## src/rtl/cpu_paddle_ai_pkg.sv

```systemverilog
// -----------------------------------------------------------------------------
// cpu_paddle_ai_pkg
// Shared Pong definitions for the CPU paddle opponent:
//   - ai_state_e : AI state encodings (HOME=0, WAIT=1, TRACK=2)
//   - default playfield geometry (Y_W, SCREEN_H, PADDLE_H, HOME_Y)
//   - clamp_s    : signed clamp helper
//   - step_size  : per-frame step for a difficulty level, never below 1
// Optional build macro used by the top: CPU_PADDLE_JITTER_EN.
// -----------------------------------------------------------------------------
package cpu_paddle_ai_pkg;

  typedef enum logic [1:0] {
    ST_HOME  = 2'd0,
    ST_WAIT  = 2'd1,
    ST_TRACK = 2'd2
  } ai_state_e;

  localparam int Y_W_DEF      = 10;
  localparam int SCREEN_H_DEF = 480;
  localparam int PADDLE_H_DEF = 64;
  localparam int HOME_Y_DEF   = (SCREEN_H_DEF - PADDLE_H_DEF) / 2;

  function automatic int clamp_s(input int v, input int lo, input int hi);
    if (v < lo) return lo;
    if (v > hi) return hi;
    return v;
  endfunction

  // Difficulty 0..3 scales MAX_STEP by 1/4..4/4; a step of 0 would stall the paddle.
  function automatic int step_size(input int max_step, input logic [1:0] difficulty);
    int s;
    s = (max_step * (int'(difficulty) + 1)) >>> 2;
    return (s < 1) ? 1 : s;
  endfunction

endpackage

```

## src/rtl/cpu_paddle_ai_if.sv

```systemverilog
// -----------------------------------------------------------------------------
// cpu_paddle_ai_if
// Groups the CPU paddle's frame-rate inputs and paddle outputs.
//   frame_tick  one-cycle pulse per video frame
//   enable      low freezes the AI
//   ball_y      ball top coordinate (Y_W)
//   ball_dir    1 = ball approaching the CPU side
//   difficulty  0..3 speed level
//   paddle_y    paddle top coordinate (Y_W, registered)
//   moving      paddle moved on the last frame_tick
//   ai_state    HOME=0, WAIT=1, TRACK=2
// Modports: master drives the inputs (game datapath / bench), slave is the AI.
// -----------------------------------------------------------------------------
interface cpu_paddle_ai_if #(
  parameter int Y_W = 10
);
  logic           frame_tick;
  logic           enable;
  logic [Y_W-1:0] ball_y;
  logic           ball_dir;
  logic [1:0]     difficulty;
  logic [Y_W-1:0] paddle_y;
  logic           moving;
  logic [1:0]     ai_state;

  modport master (
    output frame_tick, enable, ball_y, ball_dir, difficulty,
    input  paddle_y, moving, ai_state
  );

  modport slave (
    input  frame_tick, enable, ball_y, ball_dir, difficulty,
    output paddle_y, moving, ai_state
  );
endinterface

```

## src/rtl/cpu_paddle_stepper.sv

```systemverilog
// -----------------------------------------------------------------------------
// cpu_paddle_stepper
// Combinational datapath: picks the target for the current AI state, then
// moves the paddle toward it by at most one difficulty-scaled step, without
// overshoot, honouring the dead zone and the playfield limits.
//   state       current (pre-transition) AI state
//   ball_y      ball top coordinate
//   paddle_y    current paddle top
//   difficulty  0..3 speed level
//   offset      signed target offset (jitter), 0 when unused
//   next_y      paddle top after this frame
//   moving      1 when next_y differs from paddle_y
// -----------------------------------------------------------------------------
module cpu_paddle_stepper
  import cpu_paddle_ai_pkg::*;
#(
  parameter int Y_W      = Y_W_DEF,
  parameter int SCREEN_H = SCREEN_H_DEF,
  parameter int PADDLE_H = PADDLE_H_DEF,
  parameter int HOME_Y   = HOME_Y_DEF,
  parameter int MAX_STEP = 8,
  parameter int DEADZONE = 2
) (
  input  ai_state_e             state,
  input  logic [Y_W-1:0]        ball_y,
  input  logic [Y_W-1:0]        paddle_y,
  input  logic [1:0]            difficulty,
  input  logic signed [Y_W+1:0] offset,
  output logic [Y_W-1:0]        next_y,
  output logic                  moving
);
  localparam int CW    = Y_W + 2;
  localparam int Y_MAX = SCREEN_H - PADDLE_H;

  typedef logic signed [CW-1:0] sw_t;

  sw_t py_s, by_s, raw, tgt, err, abs_err, step, mag, nxt;

  // Two guard bits keep ball_y - PADDLE_H/2 from wrapping near the top edge.
  assign py_s = $signed({2'b00, paddle_y});
  assign by_s = $signed({2'b00, ball_y});

  always_comb begin
    step    = sw_t'(step_size(MAX_STEP, difficulty));
    raw     = '0;
    tgt     = py_s;
    case (state)
      ST_HOME:  tgt = sw_t'(HOME_Y);
      ST_TRACK: begin
        raw = by_s - sw_t'(PADDLE_H / 2) + offset;
        tgt = sw_t'(clamp_s(int'(raw), 0, Y_MAX));
      end
      default:  tgt = py_s;
    endcase

    err     = tgt - py_s;
    abs_err = err[CW-1] ? -err : err;
    mag     = (abs_err < step) ? abs_err : step;

    nxt    = py_s;
    moving = 1'b0;
    if (abs_err > sw_t'(DEADZONE)) begin
      moving = 1'b1;
      nxt    = err[CW-1] ? (py_s - mag) : (py_s + mag);
      nxt    = sw_t'(clamp_s(int'(nxt), 0, Y_MAX));
    end
    next_y = nxt[Y_W-1:0];
  end

endmodule

```

## src/rtl/cpu_paddle_ai.sv

```systemverilog
// -----------------------------------------------------------------------------
// cpu_paddle_ai
// Frame-rate, speed-limited computer opponent. A three-state AI returns the
// paddle home while the ball recedes, waits REACT_FRAMES ticks after the ball
// turns toward the CPU, then chases it.
//   clk, rst    clock; synchronous active-high reset
//   bus         cpu_paddle_ai_if.slave: frame_tick, enable, ball_y, ball_dir,
//               difficulty in; paddle_y, moving, ai_state out
// Build option: define CPU_PADDLE_JITTER_EN to add an LFSR-driven target
// offset (-16..15) latched on each WAIT->TRACK entry.
//
// state | meaning
// HOME  | ball receding; paddle returns to HOME_Y
// WAIT  | ball approaching; reaction delay, paddle holds
// TRACK | chasing the clamped ball-centred target
// -----------------------------------------------------------------------------
module cpu_paddle_ai
  import cpu_paddle_ai_pkg::*;
#(
  parameter int Y_W          = Y_W_DEF,
  parameter int SCREEN_H     = SCREEN_H_DEF,
  parameter int PADDLE_H     = PADDLE_H_DEF,
  parameter int HOME_Y       = HOME_Y_DEF,
  parameter int MAX_STEP     = 8,
  parameter int DEADZONE     = 2,
  parameter int REACT_FRAMES = 4
) (
  input logic            clk,
  input logic            rst,
  cpu_paddle_ai_if.slave bus
);
  localparam int CW    = Y_W + 2;
  localparam int CNT_W = $clog2(REACT_FRAMES + 1);
  localparam logic [CNT_W-1:0] CNT_LAST = CNT_W'(REACT_FRAMES - 1);

  ai_state_e             state;
  logic [CNT_W-1:0]      react_cnt;
  logic [Y_W-1:0]        paddle_q;
  logic                  moving_q;
  logic [Y_W-1:0]        next_y;
  logic                  step_moving;
  logic signed [CW-1:0]  offset;
  logic                  tick_en;
  logic                  enter_track;

  assign tick_en     = bus.frame_tick & bus.enable;
  assign enter_track = tick_en & bus.ball_dir & (state == ST_WAIT) & (react_cnt == CNT_LAST);

  // Stepper sees the pre-transition state, so the tick that enters TRACK
  // still behaves as WAIT.
  cpu_paddle_stepper #(
    .Y_W      (Y_W),
    .SCREEN_H (SCREEN_H),
    .PADDLE_H (PADDLE_H),
    .HOME_Y   (HOME_Y),
    .MAX_STEP (MAX_STEP),
    .DEADZONE (DEADZONE)
  ) u_stepper (
    .state      (state),
    .ball_y     (bus.ball_y),
    .paddle_y   (paddle_q),
    .difficulty (bus.difficulty),
    .offset     (offset),
    .next_y     (next_y),
    .moving     (step_moving)
  );

  always_ff @(posedge clk) begin
    if (rst) begin
      state     <= ST_HOME;
      react_cnt <= '0;
      paddle_q  <= Y_W'(HOME_Y);
      moving_q  <= 1'b0;
    end else if (bus.frame_tick) begin
      if (bus.enable) begin
        paddle_q <= next_y;
        moving_q <= step_moving;
        if (!bus.ball_dir) begin
          state     <= ST_HOME;
          react_cnt <= '0;
        end else begin
          case (state)
            ST_HOME: begin
              state     <= ST_WAIT;
              react_cnt <= '0;
            end
            ST_WAIT: begin
              if (react_cnt == CNT_LAST) begin
                state     <= ST_TRACK;
                react_cnt <= '0;
              end else begin
                react_cnt <= react_cnt + CNT_W'(1);
              end
            end
            ST_TRACK: state <= ST_TRACK;
            default: begin
              state     <= ST_HOME;
              react_cnt <= '0;
            end
          endcase
        end
      end else begin
        // Frozen: hold position and state, but report no motion.
        moving_q <= 1'b0;
      end
    end
  end

`ifdef CPU_PADDLE_JITTER_EN
  logic [7:0] lfsr;

  // Fibonacci LFSR, x^8+x^6+x^5+x^4+1; offset latched from the pre-advance value.
  always_ff @(posedge clk) begin
    if (rst) begin
      lfsr   <= 8'hA5;
      offset <= '0;
    end else if (tick_en) begin
      lfsr <= {lfsr[6:0], lfsr[7] ^ lfsr[5] ^ lfsr[4] ^ lfsr[3]};
      if (enter_track) begin
        offset <= $signed(CW'({1'b0, lfsr[4:0]})) - $signed(CW'(16));
      end
    end
  end
`else
  assign offset = '0;
  logic unused_enter_track;
  assign unused_enter_track = enter_track;
`endif

  assign bus.paddle_y = paddle_q;
  assign bus.moving   = moving_q;
  assign bus.ai_state = state;

endmodule

```

## src/flat_wrapper.sv

```systemverilog
// flat-port wrapper written by rule: the top's interface ports become plain ports
module cpu_paddle_ai_flat import cpu_paddle_ai_pkg::*;
#(
  parameter int Y_W          = Y_W_DEF,
  parameter int SCREEN_H     = SCREEN_H_DEF,
  parameter int PADDLE_H     = PADDLE_H_DEF,
  parameter int HOME_Y       = HOME_Y_DEF,
  parameter int MAX_STEP     = 8,
  parameter int DEADZONE     = 2,
  parameter int REACT_FRAMES = 4
)
  (clk, rst, bus_frame_tick, bus_enable, bus_ball_y, bus_ball_dir, bus_difficulty, bus_paddle_y, bus_moving, bus_ai_state);
  cpu_paddle_ai_if #(.Y_W(Y_W)) bus_i ();
  input logic clk;
  input logic rst;
  input wire logic [$bits(bus_i.frame_tick)-1:0] bus_frame_tick;
  input wire logic [$bits(bus_i.enable)-1:0] bus_enable;
  input wire logic [$bits(bus_i.ball_y)-1:0] bus_ball_y;
  input wire logic [$bits(bus_i.ball_dir)-1:0] bus_ball_dir;
  input wire logic [$bits(bus_i.difficulty)-1:0] bus_difficulty;
  output wire logic [$bits(bus_i.paddle_y)-1:0] bus_paddle_y;
  output wire logic [$bits(bus_i.moving)-1:0] bus_moving;
  output wire logic [$bits(bus_i.ai_state)-1:0] bus_ai_state;
  assign bus_i.frame_tick = bus_frame_tick;
  assign bus_i.enable = bus_enable;
  assign bus_i.ball_y = bus_ball_y;
  assign bus_i.ball_dir = bus_ball_dir;
  assign bus_i.difficulty = bus_difficulty;
  assign bus_paddle_y = bus_i.paddle_y;
  assign bus_moving = bus_i.moving;
  assign bus_ai_state = bus_i.ai_state;
  cpu_paddle_ai #(.Y_W(Y_W), .SCREEN_H(SCREEN_H), .PADDLE_H(PADDLE_H), .HOME_Y(HOME_Y), .MAX_STEP(MAX_STEP), .DEADZONE(DEADZONE), .REACT_FRAMES(REACT_FRAMES)) u_core (.clk(clk), .rst(rst), .bus(bus_i));
endmodule
```

## config.mk

```make
export PLATFORM = sky130hd
export DESIGN_NAME = cpu_paddle_ai_flat
export DESIGN_NICKNAME = d
export VERILOG_FILES = /design/src/rtl/cpu_paddle_ai_pkg.sv /design/src/rtl/cpu_paddle_ai_if.sv /design/src/rtl/cpu_paddle_stepper.sv /design/src/rtl/cpu_paddle_ai.sv /design/src/flat_wrapper.sv
export SDC_FILE = /design/constraint.sdc
export NUM_CORES = 1
export LEC_CHECK = 0
export ABC_AREA = 0
export BUFFER_PORTS_ARGS = -buffer_cell sky130_fd_sc_hd__buf_4
export CAP_MARGIN = 20
export CORE_UTILIZATION = 53
export DETAILED_ROUTE_END_ITERATION = 7
export GPL_TIMING_DRIVEN = 0
export PLACE_DENSITY = 0.75
export SYNTH_ARGS = -nofsm -noshare
export SYNTH_HDL_FRONTEND = slang
export SYNTH_SLANG_ARGS = --single-unit
```

## constraint.sdc

```tcl
create_clock -name clk -period 11.5 [get_ports clk]
set_clock_uncertainty 0.2 [all_clocks]
set_input_delay 3.45 -clock clk [delete_from_list [all_inputs] [get_ports clk]]
set_output_delay 3.45 -clock clk [all_outputs]
set_load 0.005 [all_outputs]
```

# Yosys cells after proc, flatten, opt, wreduce, memory -nomap -nowiden
# Index checks and enable logic that the tools add are counted.
totals:
  input_bits: 17
  word_cells: 56
  reg_bits: 16
classes:
  n_mux: 29
  reduce_logical: 4
  eq_ne: 5
  order_cmp: 7
  n_addsub: 7
op_table:
  columns: ["cell", "count"]
  rows:
  - ["2-to-1 mux 12 bit", 6]
  - ["< comparator 30 x 2 -> 1 bit (second input constant)", 1]
  - ["one-hot mux 12 bit (2 select lines)", 1]
  - ["2-to-1 mux 10 bit", 2]
  - ["2-to-1 mux 9 bit", 2]
  - ["adder 11 x 12 -> 12 bit", 1]
  - ["greater-than comparator 12 x 10 -> 1 bit (second input constant)", 1]
  - ["greater-than comparator 12 x 3 -> 1 bit (second input constant)", 1]
  - ["< comparator 12 x 1 -> 1 bit (second input constant)", 1]
  - ["< comparator 12 bit", 1]
  - ["2-to-1 mux 1 bit", 12]
  - ["negation 12 bit", 1]
  - ["subtractor 11 x 12 -> 12 bit", 1]
  - ["subtractor 12 x 11 -> 12 bit", 1]
  - ["greater-than comparator 11 x 10 -> 1 bit (second input constant)", 1]
  - ["< comparator 11 x 1 -> 1 bit (second input constant)", 1]
  - ["subtractor 10 x 6 -> 11 bit (second input constant)", 1]
  - ["AND reduction 3 bit", 3]
  - ["2-to-1 mux 3 bit", 2]
  - ["one-hot mux 2 bit (3 select lines)", 1]
  - ["one-hot mux 3 bit (2 select lines)", 1]
  - ["2-to-1 mux 2 bit", 2]
  - ["adder 2 x 1 -> 3 bit (second input constant)", 1]
  - ["adder 3 x 1 -> 3 bit (second input constant)", 1]
  - ["other kinds (6)", 6]

# Depth between registers and ports, before layout
logic_depth:
  word_depth: 23
  ltp_mapped: 47

# Cells and area by module
# A second synthesis with hierarchy kept.
hier_totals:
  hier_cells: 534
  area_unflattened_um2: 3920.0
by_module_without_submodules:
  columns: ["mod", "seq_area_each_um2", "cells_each", "n_inst", "area_per_inst_um2"]
  rows:
  - ["cpu_paddle_stepper", 0.0, 451, 1, 3203.1]
  - ["cpu_paddle_ai", 320.3, 83, 1, 716.9]

# Worst setup path before layout
# Ideal clock, no wire load.
synth_timing:
  path_type: "input-to-reg"
  startpoint: "in bus_ball_y[5]"
  endpoint: "reg u_core.paddle_q[0] (netlist: u_core.bus.paddle_y[0])"
  setup_ns: 0.074
  slack_ns: -0.840
  path_stages: 44
  arrival_ns: 12.066
  path_cell_list: "inv_1 > ha_1 > xnor2_1 > a311o_1 > o21a_1 > nor2b_1 > a221o_1 > ha_1 > clkbuf_1 > nand4_1 > a211oi_2 > o21ai_2 > nand2_1 > clkbuf_1 > clkbuf_1 > nor2_1 > xnor2_1 > ha_1 > [8 not listed] > inv_1 > ha_1 > buf_1 > and4_1 > a31oi_1 > o211ai_1 > o21ai_0 > nor2_1 > o32a_1 > ha_1 > or3_1 > o311ai_0 > nor3_1 > a311oi_1 > nand3b_1 > mux2_4 > or4_1 > o22ai_2"
synth_between:
  elab_chain_len: 21
  elab_cells_between_ends: 31
  cone_classes: "add/sub: 5; order compare: 6; mux: 19; reduce/logical: 1"
synth_lines:
  columns: ["element", "line", "source"]
  rows:
  - ["from (decl)", "flat_wrapper.sv:18", "input wire logic [$bits(bus_i.ball_y)-1:0] bus_ball_y;"]
  - ["subtractor 10 x 6 -> 11 bit (*)", "cpu_paddle_stepper.sv:50", "raw = by_s - sw_t'(PADDLE_H / 2) + offset;"]
  - ["greater-than comparator 11 x 10 -> 1 bit", "cpu_paddle_ai_pkg.sv:25", "if (v > hi) return hi;"]
  - ["2-to-1 mux 1 bit (2 in a row)", "cpu_paddle_ai_pkg.sv:25", null]
  - ["2-to-1 mux 1 bit", "cpu_paddle_stepper.sv:47", "case (state)"]
  - ["2-to-1 mux 12 bit", "cpu_paddle_ai_pkg.sv:26", "return v;"]
  - ["2-to-1 mux 12 bit (*)", "cpu_paddle_ai_pkg.sv:25", null]
  - ["one-hot mux 12 bit (2 select lines) (*)", "cpu_paddle_stepper.sv:47", null]
  - ["subtractor 12 x 11 -> 12 bit (*)", "cpu_paddle_stepper.sv:56", "err = tgt - py_s;"]
  - ["[3 not listed]", null, null]
  - ["2-to-1 mux 12 bit", "cpu_paddle_stepper.sv:58", "mag = (abs_err < step) ? abs_err : step;"]
  - ["adder 11 x 12 -> 12 bit / subtractor 11 x 12 -> 12 bit (equally long branches)", "cpu_paddle_stepper.sv:64", "nxt = err[CW-1] ? (py_s - mag) : (py_s + mag);"]
  - ["2-to-1 mux 12 bit", "cpu_paddle_stepper.sv:64", null]
  - ["greater-than comparator 12 x 10 -> 1 bit", "cpu_paddle_ai_pkg.sv:25", null]
  - ["2-to-1 mux 1 bit (2 in a row)", "cpu_paddle_ai_pkg.sv:25", null]
  - ["2-to-1 mux 1 bit", "cpu_paddle_stepper.sv:62", "if (abs_err > sw_t'(DEADZONE)) begin"]
  - ["2-to-1 mux 10 bit", "cpu_paddle_ai_pkg.sv:26", null]
  - ["2-to-1 mux 10 bit", "cpu_paddle_ai_pkg.sv:25", null]
  - ["to (signal assigned)", "cpu_paddle_ai.sv:72", "paddle_q <= Y_W'(HOME_Y);"]
  - ["to (signal assigned)", "cpu_paddle_ai.sv:76", "paddle_q <= next_y;"]
  - ["to (decl)", "cpu_paddle_ai.sv:38", "logic [Y_W-1:0] paddle_q;"]
# Mark *: on every way between the ends. The rest lies on a longest branch, timed or not. The select of a mux whose other input is x is not followed.
# A chain may end at the register's enable or synchronous reset.

# Worst setup path after layout
layout_timing:
  startpoint: "in bus_ball_y[5]"
  endpoint: "reg u_core.paddle_q[2] (netlist: u_core.bus.paddle_y[2])"
# Same word-level chain as after synthesis.

==> load_flow_metrics.sql <==
INSERT INTO impl_metrics (metric_group, metric, value, unit) VALUES
('floorplanning', 'die_area', '6720', 'um2'),
('clock_tree', 'clock-sinks', '16', ''),
('clock_tree', 'cts-root-to-sink-buffers', '2', ''),
('synth', 'postSynthRegisterBits', '16', ''),
('clock_tree', 'cts-hold-fix-buffers', '0', ''),
('setup_path', 'worst_path_most_repeated_cell', 'sky130_fd_sc_hd__ha_4', ''),
('clock_tree', 'cts-buffers-inserted', '3', ''),
('place', 'finalWeightedCongestion', '0.961', ''),
('final_layout', 'final_cell_mix', 'sky130_fd_sc_hd__buf_4 (68), sky130_fd_sc_hd__nor2_1 (42), sky130_fd_sc_hd__inv_1 (31)', ''),
('global_routing', 'initial_antenna_violation_count', '0', ''),
('final_layout', 'stdcell_count', '612', ''),
('global_routing', 'globalRouteTotalUtil', '33.5', '%'),
('setup_path', 'critPathLaunchType', 'input pin', ''),
('synth', 'postSynthNetCount', '518', ''),
('detailed_routing', 'drtAntennaViolNets', '0', ''),
('synth', 'post_synth_design_cell_area', '3390', 'um2'),
('synth', 'syn_avg_cell_area', '7.29', 'um2'),
('timing', 'postLayoutSetupSlackWorst', '-0.0411', 'ns'),
('detailed_routing', 'drc_marker_count_from_the_first_detailed_route_iteration', '295', ''),
('floorplanning', 'die_height', '82.0', 'um'),
('run', 'max_cap_violations', '0', ''),
('clock_tree', 'htree_levels', '1', ''),
('final_layout', 'flow.area_growth_from_synthesis', '38.6', '%'),
('setup_path', 'cpMaxStageDelayCell', 'sky130_fd_sc_hd__ha_1', ''),
('hold_path', 'worstHoldStart', 'u_core.react_cnt[2]', ''),
('setup_path', 'critical_path_buf_inv_count', '6', ''),
('hold_path', 'timing.hold.worst.class', 'flip-flop to flip-flop', ''),
('final_layout', 'layout.filler_cells', '457', ''),
('final_layout', 'fin_nets', '591', ''),
('final_layout', 'final_common_cell', 'sky130_fd_sc_hd__buf_4', ''),
('setup_path', 'worst-endpoint-required', '11.49', 'ns'),
('detailed_routing', 'dr_total_vias', '4102', ''),
('global_routing', 'first_pass_grt_wire_length', '17.2', 'mm'),
('hold_path', 'holdPathStages', '1', ''),
('detailed_routing', 'vias_per_cell', '6.70', ''),
('timing', 'final_min_period_over_clock_period', '100', '%'),
('clock_tree', 'tritoncts', 'yes', ''),
('place', 'port_buffers', '29', ''),
('status', 'violations', 'setup timing', ''),
('place', 'hpwlAfterDp', '8.12', 'mm'),
('synth', 'postSynth.asyncResetShare', '0', '%'),
('synth', 'synth.lib_cells_used.distinct', '81', ''),
('detailed_routing', 'wirelength', '11.6', 'mm'),
('hold_path', 'min_delay_worst_endpoint', 'u_core.react_cnt[2]', ''),
('timing', 'timing.final.max_slew_violations', '0', ''),
('global_routing', 'pin_count_of_the_biggest_net_entering_global_routing', '11', ''),
('timing', 'max_freq', '0.0866', 'GHz'),
('timing', 'rsz0062_at_grt', 'yes', ''),
('synth', 'gate_count_post_synth', '465', ''),
('final_layout', 'multi_input_comb_area', '3390', 'um2'),
('timing', 'worstMarginPinSlew', '0.706', 'ns'),
('setup_path', 'timing.critical_path.depth', '39', ''),
('synth', 'yosys_warnings', '0', ''),
('timing', 'timing.slew.headroom', '52.3', '%'),
('setup_path', 'crit_type', 'input pin to flip-flop', ''),
('place', 'dpl.cell_count', '569', ''),
('timing', 'setup_viol', '3', ''),
('detailed_routing', 'drt_pass1_iterations', '5', ''),
('global_routing', 'via_count_of_the_first_global_routing_pass', '3581', ''),
('final_layout', 'drive_gt1_share', '33.3', '%'),
('synth', 'synth_edf_count', '0', ''),
('clock_tree', 'path_clk_slew', '0.06', 'ns'),
('setup_path', 'worst_r2r_startpoint', 'u_core.bus.ai_state[0]', ''),
('detailed_routing', 'residual_drc_count', '0', ''),
('setup_path', 'r2r_slack', '3.07', 'ns'),
('setup_path', 'max_stage_delay', '0.52', 'ns'),
('setup_path', 'reg2regPathDepth', '36', ''),
('setup_path', 'worst_r2r_endpoint', 'u_core.bus.paddle_y[2]', ''),
('synth', 'synth-seq-area-share', '9.45', '%'),
('floorplanning', 'row_count', '28', ''),
('status', 'outcome', 'complete, but fails checks', '');
-- cell families after synthesis --
group,synth area share (%)
simple gates,26.9
compound gates,34.7
buf+inv,6.46
fa+ha+maj,13.7
xor+xnor,6.72
flops,9.45
mux,1.96
other cells,0.111
-- layer usage --
metal	vias up	part of all wire (%)	GRT usage, %
li1	1899	-	-
met1	1929	41	42.8
met2	228	48	59.6
met3	46	7.4	3.33
met4	0	2.8	8.60
met5	-	0	0
-- final cells by class --
class / instances / area share, %
plain buffers: 16 / 2.98
clock buffers: 4 / 1.17
inverters: 36 / 3.04
multi-input cells: 394 / 72.1
flip-flops and latches: 16 / 6.82
well taps: 75 / 2.00
repair buffers: 71 / 11.9
-- repair_timing --
item	in CTS	in global routing
setup buffers	28	14
resized for setup	53	53
endpoints found under the setup margin	9	9
pin swaps	33	20
-- through the flow --
stage	utilization [%]	cell area [um2]	setup TNS (ns)	setup slack (ns)	hold WS, ns
3_3_place_gp	63.4	3840	-7.35	-1.05	0.261
2_1_floorplan	-	3530	0	0.00703	0.258
4_1_cts	72.0	4360	0	0.0366	0.280
5_1_grt	77.5	4700	-2.18	-0.341	0.295
6_report	77.5	4700	-0.0958	-0.0411	0.282
3_5_place_dp	63.4	3840	-8.01	-1.16	0.269
-- synth_stat cells, drive strengths merged, types with 3 or more instances --
cell type / instances / share of area, %
and3: 5 / 0.92
a21oi: 27 / 4.3
inv: 36 / 4.0
a211oi: 4 / 1.2
nand3: 15 / 2.2
buf: 7 / 1.1
dfxtp: 16 / 9.4
a31oi: 10 / 1.8
nor2b: 7 / 1.3
nand2: 28 / 3.2
xor2: 9 / 3.1
nand2b: 10 / 1.8
o311ai: 3 / 1.0
a311oi: 4 / 1.6
o31ai: 6 / 1.3
a22o: 4 / 1.0
nor2: 48 / 5.4
o22ai: 3 / 0.74
o211ai: 7 / 2.0
o32ai: 4 / 1.0
nand3b: 5 / 1.1
o32a: 4 / 1.2
nand4: 4 / 0.74
o21a: 7 / 1.5
and2: 5 / 0.92
or2: 3 / 0.55
o21ai: 27 / 4.2
a21o: 13 / 2.9
nor3b: 4 / 0.89
or4: 7 / 1.7
ha: 34 / 13
a22oi: 3 / 0.66
a2111oi: 5 / 1.4
xnor2: 14 / 3.6
mux2i: 4 / 1.2
nor3: 18 / 2.7
o41ai: 3 / 1.2
a31o: 3 / 0.78
or3: 7 / 1.3
a211o: 3 / 0.78
clkbuf: 12 / 1.3
-- worst register-to-register path, delay by kind of cell, from the launching register on --
kind                     cells  cell delay, ns
AO/OA/AOI/OAI               15            3.28
flip-flops                   1            0.37
buffers and inverters        5            0.69
AND/OR/NAND/NOR             10            2.05
adder cells (fa/ha/maj)      5            1.47
multiplexers                 1            0.32
-- state kept, by name, indices dropped and copies added, names as in the netlist --
register and count:
u_core.bus.ai_state 2, u_core.react_cnt 3, u_core.bus.paddle_y 10, u_core.bus.moving 1
-- worst max path at each step --
stage | startpoint | to | slack, ns
floorplan | bus_ball_y[6] | u_core.bus.paddle_y[0] | 0.007
global placement | bus_ball_y[5] | u_core.bus.paddle_y[0] | -1.05
detailed placement | bus_ball_y[6] | u_core.bus.paddle_y[0] | -1.16
CTS | bus_ball_y[5] | u_core.bus.paddle_y[5] | 0.04
global route | bus_ball_y[5] | u_core.bus.paddle_y[2] | -0.34
finish | bus_ball_y[5] | u_core.bus.paddle_y[2] | -0.04
Power is left out: the tool's default activity adds up to more than one toggle a clock period on the data nets, which glitch-free logic cannot reach.
